### config.mk
export PLATFORM = sky130hd
export DESIGN_NAME = regfile_wb_arbiter
export DESIGN_NICKNAME = d
export VERILOG_FILES = /design/src/rtl/regfile_wb_arbiter.sv
export SDC_FILE = /design/constraint.sdc
export NUM_CORES = 1
export LEC_CHECK = 0
export CAP_MARGIN = 10
export CORE_UTILIZATION = 31
export DETAILED_ROUTE_END_ITERATION = 10
export PLACE_DENSITY_LB_ADDON = 0.2
export SETUP_SLACK_MARGIN = 0.15
export SKIP_LAST_GASP = 1
export SYNTH_ARGS = -nofsm -noshare
export SYNTH_HDL_FRONTEND = slang
export SYNTH_SLANG_ARGS = --single-unit
### constraint.sdc
create_clock -name clk -period 3.9 [get_ports clk]
set_input_delay 0.78 -clock clk [delete_from_list [all_inputs] [get_ports clk]]
set_output_delay 0.78 -clock clk [all_outputs]
set_load 0.005 [all_outputs]
### src/rtl/regfile_wb_arbiter.sv
// Register-file write-port owner: zero-fills x1..x31 after reset or clear, then arbitrates
// writebacks between the pipeline (priority) and the MDU, with a starvation guarantee.
module regfile_wb_arbiter #(
  parameter int unsigned STARVE_LIMIT = 4,
  parameter int unsigned XLEN         = 32,
  parameter int unsigned AW           = 5
) (
  input  logic            clk,
  input  logic            rst_n,
  input  logic            clear_req,
  input  logic            pipe_valid,
  input  logic [AW-1:0]   pipe_wa,
  input  logic [XLEN-1:0] pipe_wd,
  output logic            pipe_ready,
  input  logic            mdu_valid,
  input  logic [AW-1:0]   mdu_wa,
  input  logic [XLEN-1:0] mdu_wd,
  output logic            mdu_ready,
  output logic            rf_we,
  output logic [AW-1:0]   rf_wa,
  output logic [XLEN-1:0] rf_wd,
  output logic            init_busy
);

  localparam int unsigned SW = $clog2(STARVE_LIMIT + 1);
  localparam logic [SW-1:0] StarveMax = SW'(STARVE_LIMIT);
  localparam logic [AW-1:0] IdxFirst  = AW'(1);
  localparam logic [AW-1:0] IdxLast   = {AW{1'b1}};

  typedef enum logic {StInit, StRun} state_e;

  state_e        state_q, state_d;
  logic [AW-1:0] idx_q, idx_d;
  logic [SW-1:0] starve_q, starve_d;
  logic          force_mdu;
  logic          gnt_pipe, gnt_mdu;

  always_ff @(posedge clk or negedge rst_n) begin
    if (!rst_n) begin
      state_q  <= StInit;
      idx_q    <= IdxFirst;
      starve_q <= '0;
    end else begin
      state_q  <= state_d;
      idx_q    <= idx_d;
      starve_q <= starve_d;
    end
  end

  always_comb begin
    state_d    = state_q;
    idx_d      = idx_q;
    starve_d   = starve_q;
    force_mdu  = 1'b0;
    gnt_pipe   = 1'b0;
    gnt_mdu    = 1'b0;
    pipe_ready = 1'b0;
    mdu_ready  = 1'b0;
    init_busy  = 1'b1;
    rf_we      = 1'b0;
    rf_wa      = '0;
    rf_wd      = '0;

    unique case (state_q)
      StInit: begin
        rf_we    = 1'b1;
        rf_wa    = idx_q;
        starve_d = '0;
        if (idx_q == IdxLast) begin
          state_d = StRun;
          idx_d   = IdxFirst;
        end else begin
          idx_d = idx_q + AW'(1);
        end
      end
      StRun: begin
        init_busy  = 1'b0;
        force_mdu  = (starve_q == StarveMax);
        pipe_ready = !force_mdu;
        mdu_ready  = force_mdu | !pipe_valid;
        // mdu_ready already encodes priority, so the two grants are exclusive
        gnt_mdu    = mdu_valid & mdu_ready;
        gnt_pipe   = pipe_valid & pipe_ready;
        if (gnt_mdu) begin
          rf_wa = mdu_wa;
          rf_wd = mdu_wd;
        end else if (gnt_pipe) begin
          rf_wa = pipe_wa;
          rf_wd = pipe_wd;
        end
        rf_we = (gnt_mdu | gnt_pipe) & (rf_wa != '0);

        if (gnt_mdu) begin
          starve_d = '0;
        end else if (mdu_valid && !mdu_ready && starve_q != StarveMax) begin
          starve_d = starve_q + SW'(1);
        end

        if (clear_req) begin
          state_d  = StInit;
          idx_d    = IdxFirst;
          starve_d = '0;
        end
      end
      default: begin
        state_d = StInit;
        idx_d   = IdxFirst;
      end
    endcase

    // Reset must silence the port immediately, not at the next edge
    if (!rst_n) begin
      rf_we      = 1'b0;
      pipe_ready = 1'b0;
      mdu_ready  = 1'b0;
      init_busy  = 1'b1;
    end
  end

  a_one_grant: assert property (@(posedge clk) disable iff (!rst_n) !(gnt_pipe && gnt_mdu));
  a_no_x0:     assert property (@(posedge clk) disable iff (!rst_n) rf_we |-> (rf_wa != '0));

endmodule

Yosys cells after proc, flatten, opt, wreduce, memory -nomap -nowiden --
Index checks and enable logic that the tools add are counted.
Operators by class: multiplexer cells 25, equality and inequality tests 5, reductions and logical operators 6, add/subtract/negate cells 2, bitwise gates (word level) 6
Operators with widths (count):
- $mux W32 | 3
- $mux W5 | 5
- $pmux W5 S2 | 2
- $mux W1 | 9
- $mux W3 | 3
- $pmux W3 S2 | 1
- $add A5 B1 Y5 const B | 1
- $eq A5 B5 Y1 const B | 1
- $reduce_bool A5 Y1 | 1
- $ne A4 B2 Y1 const B | 1
- $pmux W1 S2 | 2
- $add A3 B1 Y3 const B | 1
- $and A1 B1 Y1 | 3
- $eq A3 B3 Y1 const B | 1
- $logic_not A1 Y1 | 3
- $ne A3 B3 Y1 const B | 1
- $logic_and A1 B1 Y1 | 2
- $ne A2 B2 Y1 const B | 1
- $or A1 B1 Y1 | 2
- $not A1 Y1 | 1
Storage, ports and cells: flip-flop bits (word level) 9, bits of input ports 79

Depth between registers and ports, before layout --
Gate-level depths: netlist (run 1).
depth after elaboration 10, mapped depth 7, gate-level depth less buffers 5

Least setup slack after synthesis (run 1) --
Ideal clock, no wire load.
path type input port to output port, start point input pipe_wa[2], end point output rf_we, data required time 3120 ps, buffers on the path 0, data arrival time 1560 ps, path slack 1560 ps, stages 3, path through or4_4 o41ai_2 a31oi_1
On the way: word-level cells in the longest chain between the ends 7
Ends and longest elaborated chain:
- start, declared | RTL line 12 | input logic [AW-1:0] pipe_wa,
- $mux W5 | RTL line 87 | end else if (gnt_pipe) begin
- $mux W5 | RTL line 84 | if (gnt_mdu) begin
- $mux W5 | RTL line 64 | unique case (state_q)
- $reduce_bool A5 Y1 | RTL line 91 | rf_we = (gnt_mdu | gnt_pipe) & (rf_wa != '0);
- $and A1 B1 Y1 | RTL line 91
- $pmux W1 S2 | RTL line 64
- $mux W1 | RTL line 112 | if (!rst_n) begin
- end, declared | RTL line 19 | output logic rf_we,
No other way between the ends. The select of a mux whose other input is x is not followed.

Final worst setup path (run 1) --
start point input mdu_valid, end point output rf_wd[1]
On the way: word-level cells in the longest chain between the ends 3
Ends and longest elaborated chain:
- start, declared | RTL line 15 | input logic mdu_valid,
- $and A1 B1 Y1 | RTL line 82 | gnt_mdu = mdu_valid & mdu_ready;
- $mux W32 | RTL line 84
- $mux W32 | RTL line 64
- end, declared | RTL line 21 | output logic [XLEN-1:0] rf_wd,
No other way between the ends.

==> summary.txt, run 1 <==
GRT
  • Gr usage total: 24.7%
  • Wire length of the first global-routing pass: 7960 microns
  • Leftover overflow at the end of global routing: 0
  • Antenna violations before repair: 0
  • Pin count of the biggest net entering global routing: 40
  • Via count of the first global-routing pass: 1567

Placed design
  • Routability cong.: 0.803
  • Port Buf Inserts: 119
  • Final HPWL DP: 3800 microns

Job
  • Number of max-capacitance violations reported: 0

Clocking
  • Total of hold buffers inserted after clock tree synthesis: 0
  • TritonCTS clock tree: done
  • Total of cells resized after clock tree synthesis: 0
  • Clk buf depth: 2
  • CTS H-tree lvls: 1
  • Cell at the root of the clock tree: sky130_fd_sc_hd__clkbuf_8
  • Post-CTS clock slew at the launch and capture registers of the worst setup and hold paths: 0.04 ns
  • Number of buffers added by the clock tree synthesis step: 3
  • Skew-Pair Late Insertion Delay: 0.22 ns
  • Number of clock sinks: 9
  • Number of buffers inserted by post-CTS setup repair: 0

Logic synthesis
  • Seq cells post-synth: 9
  • Synth warn: 0
  • Synth unique cells: 28
  • Syn avg cell area: 6.25 sq um
  • Synth Net Count: 266
  • Total standard cell area after synthesis: 0.00114 sq mm
  • Post-synthesis async set-or-reset flop share: 100%
  • Cells after synthesis: 183
  • Sequential element share of the synthesized area: 19.8%
  • Number of synthesized flops with an enable pin: 0
  • Most instantiated flip-flop cell in the synthesis netlist: sky130_fd_sc_hd__dfrtp_1

Worst setup path
  • Cell repeated most along the worst path: sky130_fd_sc_hd__clkdlybuf4s50_1
  • Cell Chain, Critical Path: clkdlybuf4s50_1 > buf_4 > nand3_1 > a21oi_1 > clkdlybuf4s50_1
  • Cell type of the slowest stage on the worst timing path: sky130_fd_sc_hd__clkdlybuf4s50_1
  • Crit path max-delay family: buffers and inverters
  • Largest stage delay on the critical path: 0.69 ns
  • Endpoint required time on the critical path: 3.12 ns
  • Worst Setup End Kind: output pin
  • Category of the most critical setup path: primary input to output pin
  • Worst Setup EP: rf_wd[1]
  • Depth of the worst register-to-register path: 3
  • Start point of the critical path: mdu_valid
  • Worst r2r src: state_q
  • Critical path depth: 5
  • R2R setup slack: 2.19 ns
  • Data arrival time of the critical path: 2.57 ns
  • Worst path buffer plus inverter count: 3
  • Startpoint types: primary input
  • Top fanout value on the critical path: 17
  • Capture instance of the worst register-to-register path: idx_q[3]

Routing
  • Vias: 1782
  • WL/cell: 14.7 microns
  • DRC: 0
  • WL final: 5010 microns
  • Number of vias per cell: 5.23
  • 1st-iter DRT viols: 123
  • DR pass1 iterations: 4
  • Residual antenna-violating net count after detailed routing: 0

Cells and area
  • P&R area growth vs syn: 112%
  • Utilization of the core after routing: 70.3%
  • Net count reported at finish: 379
  • Fillers: 313
  • Number of diodes: 0
  • Share of cells above drive strength 1: 5.08%

Run status
  • Outcome: complete, no violations

Floorplan
  • Horiz. Die Dim: 62.7 microns
  • Initial Util: 33.2%
  • Core ar.: 0.00344 sq mm
  • Boundary pin count: 120
  • Die area: 0.00394 sq mm
  • Cell Rows: 21
  • Die height: 62.7 microns

Timing
  • Final hold vios: 0
  • RSZ-0062 raised after global routing: no
  • Pins over their slew limit: 0
  • Finish-stage setup viols: 0
  • Final period demand of the worst path: 3.35 ns
  • Maximum clock skew at final layout: 0.00411 ns
  • Worst Max-Slew Pin Slew: 0.630 ns
  • Achievable Freq: 299 MHz
  • Total negative slack for setup checks: 0 ns
  • Slew headroom: 58.0%
  • Fin crit share: 85.8%

Pwr
  • Switching part of the total: 34.1%
  • Post-route total power: 0.710 mW
  • Leakage power: 0.920 nW
  • Sequential Power Share: 24.6%
  • Worst IR Drop VDD: 0.000357 V
  • NetSw: 0.242 mW
  • Ratio of total power to cell area: 293 mW/mm^2
  • Power Internal: 0.468 mW
  • Clock share of power: 14.5%
  • Part of the total power dissipated in combinational logic: 60.9%

Hold path
  • Hold Crit Class: register to register
through the flow:
stage          instance area, sq um  hold slack, ns  setup WS [ns]  cells
2_1_floorplan                  1140           0.484           1.56    183
3_3_place_gp                   2380           0.523          0.585    337
3_5_place_dp                   2380           0.532          0.553    337
4_1_cts                        2420           0.539          0.555    341
5_1_grt                        2420           0.574          0.417    341
6_report                       2420           0.541          0.552    341
cells in the mapped netlist, drive strengths merged, types with 2 or more instances:
master	n	area share [%]
or4	2	1.6
a31oi	6	3.3
a22o	4	3.1
buf	9	4.9
dfrtp	8	18
nand2	38	12
inv	3	0.98
nand2b	3	1.6
nor2	9	3.0
ha	4	4.4
clkbuf	8	2.6
nand3	41	18
a21oi	37	16
layer usage:
metal	GRT usage, %	vias up	wire, microns
li1	-	870	-
met1	34.3	832	2350
met2	41.3	72	2330
met5	0	-	0
met3	2.55	8	262
met4	4.36	0	72
cell usage in the layout (no fill, tap or decap), types with 2 or more instances in the layout:
cell type,synthesis,routed
sky130_fd_sc_hd__a31oi_1,6,6
sky130_fd_sc_hd__buf_4,0,4
sky130_fd_sc_hd__nand2b_1,3,3
sky130_fd_sc_hd__buf_12,0,2
sky130_fd_sc_hd__clkdlybuf4s50_1,0,119
sky130_fd_sc_hd__a22o_1,4,4
sky130_fd_sc_hd__dfrtp_1,8,8
sky130_fd_sc_hd__ha_1,4,4
sky130_fd_sc_hd__nor2_1,9,9
sky130_fd_sc_hd__clkbuf_8,0,3
sky130_fd_sc_hd__inv_1,2,2
sky130_fd_sc_hd__a21oi_1,37,37
sky130_fd_sc_hd__nand2_1,38,38
sky130_fd_sc_hd__nand3_1,41,41
tightest hold or removal path, delay by kind of cell, from the launching register on:
kind	cells	cell delay, ns
AOI/OAI and AO/OA	1	0.04
DFF	1	0.39
and+or+nand+nor	1	0.10
cells by family after synthesis:
| group | after synthesis | synth area share [%] |
|---|---|---|
| DFF | 9 | 19.8 |
| buffers and inverters | 20 | 8.53 |
| AOI/OAI and AO/OA | 52 | 26.9 |
| and+or+nand+nor | 95 | 37.9 |
| adders and majority gates | 4 | 4.38 |
| xor gates and xnor gates | 2 | 1.53 |
| muxes | 1 | 0.985 |
layout make-up:
type	count	area, sq um	area share [%]
timing repair buffer	125	1260	52.1
multi-input combinational	154	820	33.9
sequential	9	226	9.35
tap	46	57.6	2.38
clock buffer	4	45.0	1.86
inverter	3	11.3	0.465
power by group through the flow:
stage	clock (mW)	sequential (mW)	combinational [mW]
after detailed placement	0	0.174	0.435
after floorplan	0	0.157	0.199
after global routing	0.109	0.178	0.472
after global placement	0	0.172	0.427
final	0.103	0.175	0.433
after CTS	0.104	0.173	0.436
flip-flops by register name (all words and copies together), names as in the netlist:
| register | count |
|---|---|
| idx_q | 5 |
| starve_q | 3 |
| state_q | 1 |
how the worst min path moves through the flow:
| stage | start | end | cells past startpoint |
|---|---|---|---|
| after global routing | idx_q[0] | idx_q[0] | 2 |
| after global placement | idx_q[4] | idx_q[4] | 1 |
| after floorplan | rst_n | idx_q[1] | 0 |
| final | idx_q[0] | idx_q[0] | 2 |
| after CTS | idx_q[0] | idx_q[0] | 2 |
| after detailed placement | idx_q[0] | idx_q[0] | 2 |
No activity file was read; power rests on OpenSTA's default activity.
==> inputs of run 2 (changes only) <==
CAP_MARGIN = unset   (was 10)
==> results of run 2 <==
Final layout, timing and power as in run 1 (identical DEF).
==> inputs of run 3 (changes only) <==
ABC_CLOCK_PERIOD_IN_PS = 3900   (was unset)
==> results of run 3 <==
Final layout, timing and power as in run 1 (identical DEF).
